--- config.mk ---
export PLATFORM = sky130hd
export DESIGN_NAME = vga_timing_gen_flat
export DESIGN_NICKNAME = d
export VERILOG_FILES = /design/src/rtl/vga_timing_gen_pkg.sv /design/src/rtl/vga_timing_gen_if.sv /design/src/rtl/vga_timing_gen_axis_counter.sv /design/src/rtl/vga_timing_gen.sv /design/src/flat_wrapper.sv
export SDC_FILE = /design/constraint.sdc
export NUM_CORES = 1
export LEC_CHECK = 0
export BUFFER_PORTS_ARGS = -buffer_cell sky130_fd_sc_hd__buf_2
export CAP_MARGIN = 20
export CELL_PAD_IN_SITES_DETAIL_PLACEMENT = 0
export CELL_PAD_IN_SITES_GLOBAL_PLACEMENT = 2
export CORE_MARGIN = 2
export CORE_UTILIZATION = 35
export DETAILED_ROUTE_END_ITERATION = 8
export PLACE_DENSITY_LB_ADDON = 0.1
export SLEW_MARGIN = 20
export SYNTH_ARGS = -nofsm -noshare
export SYNTH_HDL_FRONTEND = slang
export SYNTH_SLANG_ARGS = --single-unit
--- constraint.sdc ---
create_clock -name clk_in -period 3.23 [get_ports clk_in]
set_clock_uncertainty 0.2 [all_clocks]
set_input_delay 0 -clock clk_in [delete_from_list [all_inputs] [get_ports clk_in]]
set_output_delay 0 -clock clk_in [all_outputs]
set_load 0.05 [all_outputs]
--- src/rtl/vga_timing_gen_pkg.sv ---
// Shared 640x480@60 VGA timing constants and helper types.
// The timing generator and the colour driver both use this package.
package vga_timing_gen_pkg;

    localparam int CLK_DIV   = 4;

    localparam int H_VISIBLE = 640;
    localparam int H_FRONT   = 16;
    localparam int H_SYNC    = 96;
    localparam int H_BACK    = 48;
    localparam int H_TOTAL   = H_VISIBLE + H_FRONT + H_SYNC + H_BACK;
    localparam int H_SYNC_START = H_VISIBLE + H_FRONT;
    localparam int H_SYNC_END   = H_SYNC_START + H_SYNC - 1;

    localparam int V_VISIBLE = 480;
    localparam int V_FRONT   = 10;
    localparam int V_SYNC    = 2;
    localparam int V_BACK    = 33;
    localparam int V_TOTAL   = V_VISIBLE + V_FRONT + V_SYNC + V_BACK;
    localparam int V_SYNC_START = V_VISIBLE + V_FRONT;
    localparam int V_SYNC_END   = V_SYNC_START + V_SYNC - 1;

    localparam int CELL_W    = 80;
    localparam int CELL_H    = 60;
    localparam int GRID_COLS = H_VISIBLE / CELL_W;
    localparam int GRID_ROWS = V_VISIBLE / CELL_H;

    localparam logic SYNC_POL = 1'b0;

    localparam int CNT_W      = 10;
    localparam int CELL_IDX_W = 4;
    localparam int SUB_W      = 7;

    typedef logic [CNT_W-1:0]      coord_t;
    typedef logic [CELL_IDX_W-1:0] cell_idx_t;
    typedef logic [SUB_W-1:0]      sub_cnt_t;

    // Inclusive range test used for the sync windows.
    function automatic logic in_range(input coord_t value, input coord_t lo, input coord_t hi);
        return (value >= lo) && (value <= hi);
    endfunction

endpackage

--- src/rtl/vga_timing_gen_if.sv ---
// Bundle of timing outputs handed from the generator to the colour driver and cell lookup.
interface vga_timing_gen_if;
    import vga_timing_gen_pkg::*;

    coord_t    current_row;
    coord_t    current_line;
    logic      enable;
    logic      hsync;
    logic      vsync;
    cell_idx_t cell_x;
    cell_idx_t cell_y;
    logic      pix_tick;
    logic      frame_start;

    modport master (
        output current_row, current_line, enable, hsync, vsync,
               cell_x, cell_y, pix_tick, frame_start
    );

    modport slave (
        input  current_row, current_line, enable, hsync, vsync,
               cell_x, cell_y, pix_tick, frame_start
    );

endinterface

--- src/rtl/vga_timing_gen_axis_counter.sv ---
// One VGA axis: wrapping position counter with registered position/sync outputs and a
// cell index tracked by a sub-counter, so no divider is needed.
module vga_timing_gen_axis_counter
    import vga_timing_gen_pkg::*;
#(
    parameter int   TOTAL      = H_TOTAL,
    parameter int   VISIBLE    = H_VISIBLE,
    parameter int   SYNC_START = H_SYNC_START,
    parameter int   SYNC_END   = H_SYNC_END,
    parameter int   CELL       = CELL_W,
    parameter int   CELLS      = GRID_COLS,
    parameter logic POL        = SYNC_POL
) (
    input  logic      clk,
    input  logic      rst_n,
    input  logic      advance,
    output logic      wrap,
    output logic      visible_next,
    output coord_t    count,
    output logic      sync,
    output cell_idx_t cell_idx
);

    localparam coord_t    POS_LAST   = coord_t'(TOTAL - 1);
    localparam coord_t    VIS_LAST   = coord_t'(VISIBLE - 1);
    localparam coord_t    VIS_COUNT  = coord_t'(VISIBLE);
    localparam coord_t    SYNC_FIRST = coord_t'(SYNC_START);
    localparam coord_t    SYNC_LAST  = coord_t'(SYNC_END);
    localparam sub_cnt_t  SUB_LAST   = sub_cnt_t'(CELL - 1);
    localparam cell_idx_t CELL_LAST  = cell_idx_t'(CELLS - 1);

    coord_t    pos_q, pos_d;
    coord_t    count_q, count_d;
    sub_cnt_t  sub_q, sub_d;
    cell_idx_t cell_q, cell_d;
    logic      sync_q, sync_d;

    // Cell index only moves while the position stays inside the visible span, so it
    // parks on the last column/row through blanking and restarts with the wrap.
    always_comb begin
        wrap    = advance && (pos_q == POS_LAST);
        pos_d   = pos_q;
        sub_d   = sub_q;
        cell_d  = cell_q;
        count_d = count_q;
        sync_d  = sync_q;
        if (advance) begin
            pos_d = wrap ? '0 : pos_q + 1'b1;
            if (wrap) begin
                sub_d  = '0;
                cell_d = '0;
            end else if (pos_q < VIS_LAST) begin
                if (sub_q == SUB_LAST) begin
                    sub_d = '0;
                    if (cell_q != CELL_LAST) begin
                        cell_d = cell_q + 1'b1;
                    end
                end else begin
                    sub_d = sub_q + 1'b1;
                end
            end
            count_d = pos_d;
            sync_d  = in_range(pos_d, SYNC_FIRST, SYNC_LAST) ? POL : ~POL;
        end
        visible_next = (pos_d < VIS_COUNT);
    end

    // The hidden position starts on the last count so the first advance lands on 0.
    always_ff @(posedge clk) begin
        if (!rst_n) begin
            pos_q   <= POS_LAST;
            sub_q   <= '0;
            cell_q  <= '0;
            count_q <= '0;
            sync_q  <= ~POL;
        end else begin
            pos_q   <= pos_d;
            sub_q   <= sub_d;
            cell_q  <= cell_d;
            count_q <= count_d;
            sync_q  <= sync_d;
        end
    end

    assign count    = count_q;
    assign sync     = sync_q;
    assign cell_idx = cell_q;

endmodule

--- src/rtl/vga_timing_gen.sv ---
// VGA timing generator: pixel-tick divider feeding horizontal and vertical axis counters.
// All outputs are registered on the tick edge so the whole set changes together.
module vga_timing_gen #(
    parameter int   CLK_DIV   = vga_timing_gen_pkg::CLK_DIV,
    parameter int   H_VISIBLE = vga_timing_gen_pkg::H_VISIBLE,
    parameter int   H_FRONT   = vga_timing_gen_pkg::H_FRONT,
    parameter int   H_SYNC    = vga_timing_gen_pkg::H_SYNC,
    parameter int   H_BACK    = vga_timing_gen_pkg::H_BACK,
    parameter int   V_VISIBLE = vga_timing_gen_pkg::V_VISIBLE,
    parameter int   V_FRONT   = vga_timing_gen_pkg::V_FRONT,
    parameter int   V_SYNC    = vga_timing_gen_pkg::V_SYNC,
    parameter int   V_BACK    = vga_timing_gen_pkg::V_BACK,
    parameter int   CELL_W    = vga_timing_gen_pkg::CELL_W,
    parameter int   CELL_H    = vga_timing_gen_pkg::CELL_H,
    parameter logic SYNC_POL  = vga_timing_gen_pkg::SYNC_POL
) (
    input  logic             clk_in,
    input  logic             rst_n,
    vga_timing_gen_if.master vga
);

    localparam int H_TOTAL      = H_VISIBLE + H_FRONT + H_SYNC + H_BACK;
    localparam int V_TOTAL      = V_VISIBLE + V_FRONT + V_SYNC + V_BACK;
    localparam int H_SYNC_START = H_VISIBLE + H_FRONT;
    localparam int V_SYNC_START = V_VISIBLE + V_FRONT;
    localparam int DIV_W        = $clog2(CLK_DIV);
    localparam logic [DIV_W-1:0] DIV_LAST = DIV_W'(CLK_DIV - 1);

    logic [DIV_W-1:0] div_cnt_q, div_cnt_d;
    logic             tick;

    logic h_wrap, h_visible_next, h_sync;
    logic v_wrap, v_visible_next, v_sync;
    vga_timing_gen_pkg::coord_t    h_count, v_count;
    vga_timing_gen_pkg::cell_idx_t cell_x, cell_y;

    logic enable_q, enable_d;
    logic pix_tick_q, pix_tick_d;
    logic frame_start_q, frame_start_d;

    always_comb begin
        tick      = (div_cnt_q == DIV_LAST);
        div_cnt_d = tick ? '0 : div_cnt_q + 1'b1;
    end

    vga_timing_gen_axis_counter #(
        .TOTAL      (H_TOTAL),
        .VISIBLE    (H_VISIBLE),
        .SYNC_START (H_SYNC_START),
        .SYNC_END   (H_SYNC_START + H_SYNC - 1),
        .CELL       (CELL_W),
        .CELLS      (H_VISIBLE / CELL_W),
        .POL        (SYNC_POL)
    ) u_h_axis (
        .clk          (clk_in),
        .rst_n        (rst_n),
        .advance      (tick),
        .wrap         (h_wrap),
        .visible_next (h_visible_next),
        .count        (h_count),
        .sync         (h_sync),
        .cell_idx     (cell_x)
    );

    // The vertical axis steps once per line, on the tick that wraps the horizontal axis.
    vga_timing_gen_axis_counter #(
        .TOTAL      (V_TOTAL),
        .VISIBLE    (V_VISIBLE),
        .SYNC_START (V_SYNC_START),
        .SYNC_END   (V_SYNC_START + V_SYNC - 1),
        .CELL       (CELL_H),
        .CELLS      (V_VISIBLE / CELL_H),
        .POL        (SYNC_POL)
    ) u_v_axis (
        .clk          (clk_in),
        .rst_n        (rst_n),
        .advance      (h_wrap),
        .wrap         (v_wrap),
        .visible_next (v_visible_next),
        .count        (v_count),
        .sync         (v_sync),
        .cell_idx     (cell_y)
    );

    always_comb begin
        enable_d      = tick ? (h_visible_next & v_visible_next) : enable_q;
        pix_tick_d    = tick;
        frame_start_d = v_wrap;
    end

    always_ff @(posedge clk_in) begin
        if (!rst_n) begin
            div_cnt_q     <= '0;
            enable_q      <= 1'b0;
            pix_tick_q    <= 1'b0;
            frame_start_q <= 1'b0;
        end else begin
            div_cnt_q     <= div_cnt_d;
            enable_q      <= enable_d;
            pix_tick_q    <= pix_tick_d;
            frame_start_q <= frame_start_d;
        end
    end

    assign vga.current_row  = h_count;
    assign vga.current_line = v_count;
    assign vga.enable       = enable_q;
    assign vga.hsync        = h_sync;
    assign vga.vsync        = v_sync;
    assign vga.cell_x       = cell_x;
    assign vga.cell_y       = cell_y;
    assign vga.pix_tick     = pix_tick_q;
    assign vga.frame_start  = frame_start_q;

endmodule
--- src/flat_wrapper.sv ---
// flat-port wrapper written by rule: the top's interface ports become plain ports
module vga_timing_gen_flat 
#(
    parameter int   CLK_DIV   = vga_timing_gen_pkg::CLK_DIV,
    parameter int   H_VISIBLE = vga_timing_gen_pkg::H_VISIBLE,
    parameter int   H_FRONT   = vga_timing_gen_pkg::H_FRONT,
    parameter int   H_SYNC    = vga_timing_gen_pkg::H_SYNC,
    parameter int   H_BACK    = vga_timing_gen_pkg::H_BACK,
    parameter int   V_VISIBLE = vga_timing_gen_pkg::V_VISIBLE,
    parameter int   V_FRONT   = vga_timing_gen_pkg::V_FRONT,
    parameter int   V_SYNC    = vga_timing_gen_pkg::V_SYNC,
    parameter int   V_BACK    = vga_timing_gen_pkg::V_BACK,
    parameter int   CELL_W    = vga_timing_gen_pkg::CELL_W,
    parameter int   CELL_H    = vga_timing_gen_pkg::CELL_H,
    parameter logic SYNC_POL  = vga_timing_gen_pkg::SYNC_POL
)
  (clk_in, rst_n, vga_current_row, vga_current_line, vga_enable, vga_hsync, vga_vsync, vga_cell_x, vga_cell_y, vga_pix_tick, vga_frame_start);
  vga_timing_gen_if vga_i ();
  input  logic clk_in;
  input  logic rst_n;
  output wire logic [$bits(vga_i.current_row)-1:0] vga_current_row;
  output wire logic [$bits(vga_i.current_line)-1:0] vga_current_line;
  output wire logic [$bits(vga_i.enable)-1:0] vga_enable;
  output wire logic [$bits(vga_i.hsync)-1:0] vga_hsync;
  output wire logic [$bits(vga_i.vsync)-1:0] vga_vsync;
  output wire logic [$bits(vga_i.cell_x)-1:0] vga_cell_x;
  output wire logic [$bits(vga_i.cell_y)-1:0] vga_cell_y;
  output wire logic [$bits(vga_i.pix_tick)-1:0] vga_pix_tick;
  output wire logic [$bits(vga_i.frame_start)-1:0] vga_frame_start;
  assign vga_current_row = vga_i.current_row;
  assign vga_current_line = vga_i.current_line;
  assign vga_enable = vga_i.enable;
  assign vga_hsync = vga_i.hsync;
  assign vga_vsync = vga_i.vsync;
  assign vga_cell_x = vga_i.cell_x;
  assign vga_cell_y = vga_i.cell_y;
  assign vga_pix_tick = vga_i.pix_tick;
  assign vga_frame_start = vga_i.frame_start;
  vga_timing_gen #(.CLK_DIV(CLK_DIV), .H_VISIBLE(H_VISIBLE), .H_FRONT(H_FRONT), .H_SYNC(H_SYNC), .H_BACK(H_BACK), .V_VISIBLE(V_VISIBLE), .V_FRONT(V_FRONT), .V_SYNC(V_SYNC), .V_BACK(V_BACK), .CELL_W(CELL_W), .CELL_H(CELL_H), .SYNC_POL(SYNC_POL)) u_core (.clk_in(clk_in), .rst_n(rst_n), .vga(vga_i));
endmodule
Yosys cells after proc, flatten, opt, wreduce, memory -nomap -nowiden. Cells that the tools add are included. W data, S select, Z words.

Flip-flop bits (word level): 69. Input port bits: 2.

Add/sub/neg operators: 7. $lt $le $gt $ge: 8. Eq/ne operators: 7. Mux-type cells: 20. Bitwise operators: 2. Reductions and logical operators: 15.

Operator list (count): $mux W7 (6); $mux W10 (4); $mux W4 (8); $add A10 B1 Y10 const B (2); $eq A10 B10 Y1 const B (2); $lt A10 B10 Y1 const B (2); $lt A10 B9 Y1 const B (2); $add A7 B1 Y7 const B (2); $reduce_bool A2 Y1 (6); $ge A10 B10 Y1 const B (1); $ge A10 B9 Y1 const B (1); $le A10 B10 Y1 const B (1); $le A10 B9 Y1 const B (1); $add A4 B1 Y4 const B (2); $ne A4 B3 Y1 const B (2); $reduce_and A4 Y1 (2); $eq A7 B6 Y1 const B (1); $eq A7 B7 Y1 const B (1); $logic_and A1 B1 Y1 (4); $reduce_and A2 Y1 (2); $add A2 B1 Y2 const B (1); $eq A2 B2 Y1 const B (1); $mux W1 (2); $reduce_or A2 Y1 (1); 2 further kinds (2).

Logic depth before layout (Yosys ltp). Gate-level depths: netlist (run 1).

Depth after elaboration: 7. Mapped depth: 8. Gate-level depth less buffers: 7.

Modules after synthesis. Synthesis (run 1) repeated with hierarchy kept, for this count alone.

Cell total of the unflattened synthesis: 415. Area, all modules: 3547.2 sq um.

By module, submodules not included: vga_timing_gen_axis_counter (u_core.u_v_axis) (times used 1, cells each 222, area an instance 1757.9 sq um, seq. area each 580.6 sq um); vga_timing_gen_axis_counter (u_core.u_h_axis) (times used 1, cells each 179, area an instance 1610.3 sq um, seq. area each 600.6 sq um); vga_timing_gen (times used 1, cells each 14, area an instance 178.9 sq um, seq. area each 100.1 sq um).

Least setup slack after synthesis (run 1). No wires, ideal clock.

Path type: reg2reg. Start: register u_core.u_h_axis.pos_q[0]. End: register u_core.u_h_axis.sub_q[2]. Arrival: 2067 ps. Data required time: 2960 ps. Slack: 893 ps. Stages on the path, launching flop included: 7. Path buffers: 0. Period minus slack after synthesis: 2337 ps. Path through: dfxtp_1 > ha_1 > nand4_1 > o31ai_4 > o21ai_2 > or4b_1 > a21oi_1.

Cells in the longest elaborated chain, start to end: 4. Elaborated cells on any way between the ends: 6. Classes of those cells: 1 x order compare; 1 x eq/ne; 1 x mux; 3 x reduce/logical.

Ends and longest elaborated chain: from (decl) (RTL line vga_timing_gen_axis_counter.sv:32) `coord_t pos_q, pos_d;`; from (signal assigned) (RTL line vga_timing_gen_axis_counter.sv:77) `pos_q <= pos_d;`; branches (longest 4 deep; another with $lt A10 B10 Y1); to (signal assigned) (RTL line vga_timing_gen_axis_counter.sv:78) `sub_q <= sub_d;`; to (decl) (RTL line vga_timing_gen_axis_counter.sv:34) `sub_cnt_t sub_q, sub_d;`.

Parallel ways; which one is timed is not known. A chain may end at the register's enable or synchronous reset.

Worst setup path after layout (run 1).
Start: register u_core.u_h_axis.pos_q[0]. End: register u_core.u_h_axis.sub_q[5].

Same word-level chain as after synthesis.

==> flow_metrics.tcl, run 1 <==
set metrics [dict create \
    status "finished, final reports clean" \
    synth_top_area_share_pct 37.33 \
    antenna_cells 0 \
    detail_route.wirelength_mm 8.519 \
    hp-class "reg -> reg" \
    placed_area_um2 3680 \
    synthCells 416 \
    port_buffers 34 \
    mostFrequentLayoutCell "dfxtp_1" \
    pwr-share-seq_pct 45.9 \
    mostFrequentLayoutCells "dfxtp_1 (64), nand2_1 (46), nor2_1 (34), buf_2 (34), o21ai_0 (30)" \
    min_path_cells 1 \
    rsz0062_at_grt "false" \
    overflow 0 \
    cts_tree "done" \
    clk_pin_slew_ns 0.09 \
    hold_violations 0 \
    boundaryPins 35 \
    cts_max_path_buffers 2 \
    synth.avg_cell_area_um2 8.250 \
    whs_endpoint "u_core.div_cnt_q[0]" \
    fill_cells 1021 \
    peakVddDrop_mv 0.2149 \
    yosys.area_share.simple_pct 25.96 \
    min-delay-start "u_core.div_cnt_q[0]" \
    required_ns 3.25 \
    tightest_slew_ns 0.6254 \
    ctsResizeCount 0 \
    async_flop_share_pct 0 \
    max-cap-violations 0 \
    synth_top_family_by_area "simple AND/OR/NAND/NOR gates" \
    multi_input_area_um2 1938 \
    sw_frac_of_total_pct 29.80 \
    synthMuxAreaShare_pct 0.2917 \
    fin_setup_tns_ns 0 \
    insertion_delay_ns 0.35 \
    cts_buffers 9 \
    synth_compound_area_share_pct 21.18 \
    core_um2 9639 \
    p_leak_nw 1.477 \
    r2r_setup_slack_ns 0.58 \
    syn_nets 426 \
    instances_no_fill 578 \
    synth_edf_count 0 \
    grt_usage_pct 17.26 \
    place_inst 561 \
    cts_setup_buffers 0 \
    startpoint_type "flip-flop" \
    fp.dieH_um 103.0 \
    syn2layout_area_growth_pct 13.49 \
    rr_worst_depth 7 \
    ant_nets 0 \
    cp.arrival_ns 2.67 \
    combPwrFrac_pct 14.1 \
    die_width_um 103.0 \
    crit_type "reg -> reg" \
    clock_sinks 64 \
    cts-htree-levels 3 \
    die_area_um2 10610 \
    cts.root.buffer_cell "clkbuf_8" \
    synth_seq_cells 64 \
    crit_fanout 7 \
    r2r-end "u_core.u_h_axis.sub_q[5]" \
    slew_headroom_pct 57.92 \
    power_density_nw_per_um2 463.4 \
    period_share_pct 81.98 \
    via_count 3060 \
    grt_pass1_wl_mm 14.23 \
    nNetsFinal 450 \
    seq_area_um2 1281 \
    drtIter0Drc 88 \
    p_clk_share_pct 40.1 \
    intPower_mw 1.267 \
    end_kind "flip-flop" \
    fin_crit_ns 2.648 \
    final-setup-viol-count 0 \
    drive_above_1_share_pct 16.40 \
    synth.area.top_cells "dfxtp_1 (37%), nand2_1 (5.0%), o21ai_0 (4.4%)" \
    grt_max_degree 25 \
    remaining_drc_errors 0 \
    yosysWarningCount 0 \
    first_pass_iters 4 \
    rows 36 \
    gp_congestion 0.7823 \
    ys_types 66 \
    ys.flop_type "dfxtp_1" \
    stdcell_area_um2 3895 \
    grt_pass1_vias 2777 \
    viasPerCell 5.294 \
    syn_area_um2 3432 \
    routedWlPerCell_um 14.74 \
    final-max-slew-violation-count 0 \
    antenna_found_initial 0 \
    switching_power_mw 0.5378 \
    yosys.area_share.xor_xnor_pct 6.125 \
    r2r-start "u_core.u_h_axis.pos_q[0]" \
    clock.fmax_mhz 377.6 \
    synth_top_area_cell "dfxtp_1" \
    start_util_pct 35.60 \
    ys_seq_area_share_pct 37.33 \
    dp_hpwl_mm 6.037 \
    synthAdderAreaFrac_pct 2.917 \
]
-- Yosys cell counts (2+ instances only) --
library cell / number
dfxtp_1: 64
nand2_1: 46
nor2_1: 34
o21ai_0: 30
a21oi_1: 29
nand3_1: 23
xnor2_1: 16
inv_1: 15
clkbuf_1: 14
or3_1: 12
buf_2: 8
ha_1: 8
xor2_1: 8
a31oi_1: 7
and4_1: 6
buf_4: 6
nand4_1: 6
nor4_1: 6
nand3b_1: 5
and3_1: 4
nor3_1: 4
o2111ai_1: 4
or4_1: 4
a211oi_1: 3
a21o_1: 3
a22oi_1: 3
o21a_1: 3
a311oi_1: 2
a41oi_1: 2
and2_1: 2
buf_1: 2
o211ai_1: 2
o22ai_1: 2
-- state kept, by name (all words and copies together), names as in the netlist --
name                      cells
u_core.u_v_axis.sub_q         7
u_core.u_h_axis.pos_q         8
u_core.u_h_axis.sub_q         7
u_core.u_h_axis.count        10
u_core.u_v_axis.pos_q         7
u_core.div_cnt_q              2
u_core.u_v_axis.count        10
u_core.u_h_axis.cell_idx      4
u_core.vga.frame_start        1
u_core.u_v_axis.cell_idx      4
u_core.vga.enable             1
u_core.u_v_axis.sync          1
u_core.u_h_axis.sync          1
u_core.vga.pix_tick           1
-- cells by family after synthesis --
family,count (synthesis)
buffers and inverters,46
AOI/OAI and AO/OA,108
and+or+nand+nor,165
muxes,1
DFF,64
adders and majority gates,8
xor gates and xnor gates,24
-- through the flow --
step	util [%]	hold slack, ns	power, mW	setup slack [ns]
2_1_floorplan	-	-0.04866	1.038	0.8925
3_3_place_gp	38.18	0.2077	1.103	0.6891
3_5_place_dp	38.18	0.1958	1.103	0.5950
4_1_cts	40.41	0.2226	1.837	0.5761
5_1_grt	40.41	0.2560	1.899	0.2825
6_report	40.41	0.2222	1.805	0.5820
-- worst max path at each step --
stage,start,to,slack [ns],cells past startpoint
detailed placement,u_core.u_h_axis.pos_q[0],u_core.u_h_axis.sub_q[5],0.60,7
global placement,u_core.u_h_axis.pos_q[0],u_core.u_h_axis.sub_q[3],0.69,7
global route,u_core.u_h_axis.pos_q[0],u_core.u_h_axis.sub_q[5],0.28,7
floorplan,u_core.u_h_axis.pos_q[0],u_core.u_h_axis.sub_q[2],0.89,6
CTS,u_core.u_h_axis.pos_q[0],u_core.u_h_axis.sub_q[5],0.58,7
finish,u_core.u_h_axis.pos_q[0],u_core.u_h_axis.sub_q[5],0.58,7
-- power groups by stage --
| stage | Clock (mW) | Sequential [mW] | Combinational, mW |
|---|---|---|---|
| after floorplan | 0 | 0.866 | 0.172 |
| after global placement | 0 | 0.846 | 0.257 |
| after detailed placement | 0 | 0.846 | 0.257 |
| after CTS | 0.751 | 0.828 | 0.258 |
| after global routing | 0.783 | 0.832 | 0.284 |
| final | 0.723 | 0.828 | 0.254 |
-- critical path, stage by stage, from the launching register on --
cell and delay, ns:
dfxtp_1 0.43, ha_1 0.28, nand4_1 0.23, buf_4 0.23, o31ai_4 0.38, o21ai_2 0.16, o21ai_0 0.49, nor2_1 0.10
-- repair_timing --
action | in CTS | in global routing
hold buffers | 1 | 0
hold endpoints to repair | 17 | 0
setup endpoints to repair | 0 | 0
-- per-layer routing --
layer | GRT usage [%] | vias up | share of wire (%)
met5 | 0 | - | 0
met4 | 6.883 | 0 | 1.0
met3 | 2.508 | 8 | 3.6
met2 | 26.67 | 50 | 46
met1 | 24.20 | 1436 | 49
li1 | - | 1566 | -
-- area by class of cell --
type | count | share of cell area (%)
Tap cell | 133 | 4.272
Clock inverter | 6 | 1.735
Clock buffer | 10 | 3.534
Sequential cell | 64 | 32.89
Timing Repair Buffer | 44 | 6.360
Multi-Input combinational cell | 306 | 49.76
Inverter | 15 | 1.446
(Power assumes the default switching activity.)
==> run 2, diff against run 1 <==
- ABC_AREA: unset -> 1
- CORE_UTILIZATION: 35 -> 33
- clock period: 3.23 -> 2.7 ns (I/O delays scaled with it)
==> run 2 against run 1 <==
Via count increased by 4.2%. First-iteration DRC count increased by 32%. Setup slack got worse by 0.31 ns. Synthesized area decreased by 2.8%. Largest power group is now the clock network. Fmax increased by 9.2%. Critical endpoint is now u_core.u_v_axis.sub_q[2]. Critical path type unchanged. Final cell count increased by 14%. Die area increased by 2.9%.
==> flow_metrics.tcl, run 2 <==
set metrics [dict create \
    peakVddDrop_mv 0.2772 \
    grt_max_degree 38 \
    synth_top_area_share_pct 38.42 \
    dp_hpwl_mm 6.094 \
    setup_ws_ns 0.2752 \
    cts.root.buffer_cell "clkbuf_8" \
    fp.dieH_um 104.5 \
    multi_input_area_um2 1747 \
    crit_start "u_core.u_h_axis.pos_q[0]" \
    period_share_pct 89.81 \
    start_util_pct 34.11 \
    clk_pin_slew_ns 0.08 \
    critical-path-top-delay-family "simple AND/OR/NAND/NOR gates" \
    r2r-start "u_core.u_h_axis.pos_q[0]" \
    clock_sinks 64 \
    startpoint_type "flip-flop" \
    viasPerCell 4.833 \
    status "finished, final reports clean" \
    die_area_um2 10920 \
    rsz0062_at_grt "false" \
    min_path_cells 1 \
    cts-htree-levels 3 \
    synth_seq_cells 64 \
    antenna_cells 0 \
    pwr-share-seq_pct 43.2 \
    tightest_slew_ns 0.4218 \
    hp-class "reg -> reg" \
    fin_crit_ns 2.425 \
    path_buf_inv 2 \
    synthMostInstantiatedCell "nand2_1" \
    intPower_mw 1.651 \
    p_leak_nw 1.874 \
    routedWlPerCell_um 12.96 \
    async_flop_share_pct 0 \
    hold_violations 0 \
    max-cap-violations 0 \
    cts_buffers 9 \
    cp.arrival_ns 2.46 \
    via_count 3190 \
    p_total_mw 2.280 \
    nNetsFinal 532 \
    cts_tree "done" \
    synth.avg_cell_area_um2 6.847 \
    syn2layout_area_growth_pct 16.40 \
    synth.area.top_cells "dfxtp_1 (38%), nand2_1 (15%), nand3_1 (6.5%)" \
    syn_area_um2 3334 \
    yosysWarningCount 0 \
    ys_types 37 \
    core_um2 9774 \
    overflow 0 \
    combPwrFrac_pct 11.8 \
    fill_cells 1070 \
    slowest_stage "dfxtp_1" \
    ant_nets 0 \
    synth_edf_count 0 \
    cts_max_path_buffers 2 \
    boundaryPins 35 \
    required_ns 2.74 \
    r2r-end "u_core.u_v_axis.sub_q[2]" \
    fin_setup_tns_ns 0 \
    netlist_top_cells_count "nand2_1 (133), dfxtp_1 (64), inv_1 (51), nor2_1 (50), nand3_1 (43)" \
    critPathMaxStageDelay_ns 0.47 \
    dp_slack_ns 0.2177 \
    r2r_setup_slack_ns 0.28 \
    endpoint "u_core.u_v_axis.sub_q[2]" \
    remaining_drc_errors 0 \
    switching_power_mw 0.6288 \
    crit_type "reg -> reg" \
    drtIter0Drc 116 \
    crit_fanout 18 \
    synthCells 487 \
    rr_worst_depth 10 \
    drive_above_1_share_pct 14.61 \
    cp.depth 10 \
    mostFrequentLayoutCells "nand2_1 (133), dfxtp_1 (64), inv_1 (51), nor2_1 (50), nand3_1 (42)" \
    insertion_delay_ns 0.34 \
    mostFrequentLayoutCell "nand2_1" \
    slew_headroom_pct 71.88 \
    path_cells "ha_1, nand2_1, nor2_2, inv_2, nor2_8, nand2_4, nand2_2, inv_1, nor2_1, nor3_2" \
    synth_top_area_cell "dfxtp_1" \
    grt_usage_pct 16.26 \
    end_kind "flip-flop" \
    detail_route.wirelength_mm 8.551 \
    ys.flop_type "dfxtp_1" \
    sw_frac_of_total_pct 27.58 \
    port_buffers 34 \
    die_width_um 104.5 \
    antenna_found_initial 0 \
    syn_nets 497 \
    final-max-slew-violation-count 0 \
    p_clk_share_pct 44.9 \
    power_density_nw_per_um2 587.4 \
    seq_area_um2 1281 \
    clock.fmax_mhz 412.4 \
    ys_seq_area_share_pct 38.42 \
    grt_pass1_vias 2946 \
    final-setup-viol-count 0 \
    gp_congestion 0.8115 \
    first_pass_iters 4 \
    grt_pass1_wl_mm 14.45 \
    rows 36 \
]
-- run 2: changes by cell type after synthesis, sizes merged, moves of 6 or more --
cell    delta
nor2      +19
nor4       -8
clkbuf     -6
a21oi      +8
inv       +39
o21ai     -14
and4       -6
nand3     +23
or3       -12
nand2     +90
xnor2     -14
buf        -6
nand4     +10
a31oi      -6
-- run 2: power by group through the flow --
stage          combinational, mW  sequential (mW)  clock [mW]
3_5_place_dp               0.268             1.01           0
3_3_place_gp               0.271             1.01           0
5_1_grt                    0.300            0.990        1.09
2_1_floorplan              0.183             1.03           0
6_report                   0.269            0.986        1.02
4_1_cts                    0.270            0.987        1.06
-- run 2: routing by layer --
| layer | vias up | GRT usage [%] | wire length [um] |
|---|---|---|---|
| met1 | 1479 | 22.09 | 4345 |
| met2 | 55 | 26.38 | 3859 |
| met3 | 8 | 2.820 | 259 |
| met5 | - | 0 | 0 |
| li1 | 1648 | - | - |
| met4 | 0 | 4.633 | 85 |
-- run 2: worst min path at each step --
stage,from,end,slack (ns)
6_report,u_core.div_cnt_q[0],u_core.div_cnt_q[0],0.22
5_1_grt,u_core.div_cnt_q[0],u_core.div_cnt_q[0],0.24
4_1_cts,u_core.div_cnt_q[0],u_core.div_cnt_q[0],0.23
3_5_place_dp,rst_n,u_core.u_h_axis.pos_q[8],0.19
3_3_place_gp,rst_n,u_core.u_h_axis.pos_q[8],0.19
2_1_floorplan,rst_n,u_core.u_h_axis.count[9],0.13
-- run 2: what timing repair did --
item / 4_1_cts / 5_1_grt
endpoints found under the setup margin: 0 / 10
resized for setup: 0 / 1
hold buffers: 1 / 0
setup buffers: 0 / 0
endpoints found under the hold margin: 16 / 0
-- run 2: cell families after synthesis --
| family | synth area share (%) |
|---|---|
| compound gates | 10.84 |
| xor+xnor | 2.627 |
| fa+ha+maj | 3.002 |
| buf+inv | 9.343 |
| flops | 38.42 |
| simple gates | 35.76 |
-- run 2: through the flow --
| stage | hold slack (ns) | cell area [um2] | instances | utilization (%) |
|---|---|---|---|---|
| global placement | 0.1892 | 3622 | 643 | 37.06 |
| floorplan | 0.1274 | 3334 | 487 | - |
| detailed placement | 0.1931 | 3622 | 643 | 37.06 |
| CTS | 0.2302 | 3876 | 660 | 39.66 |
| finish | 0.2238 | 3881 | 660 | 39.71 |
| global route | 0.2426 | 3881 | 660 | 39.71 |
-- run 2: final cells by class --
| cell class | count | area share, % |
|---|---|---|
| multi-input cells | 350 | 45.00 |
| flip-flops and latches | 64 | 33.01 |
| repair buffers | 43 | 6.190 |
| inverters | 54 | 5.222 |
| well taps | 133 | 4.288 |
| clock buffers | 9 | 3.191 |
| clock inverters | 7 | 3.095 |
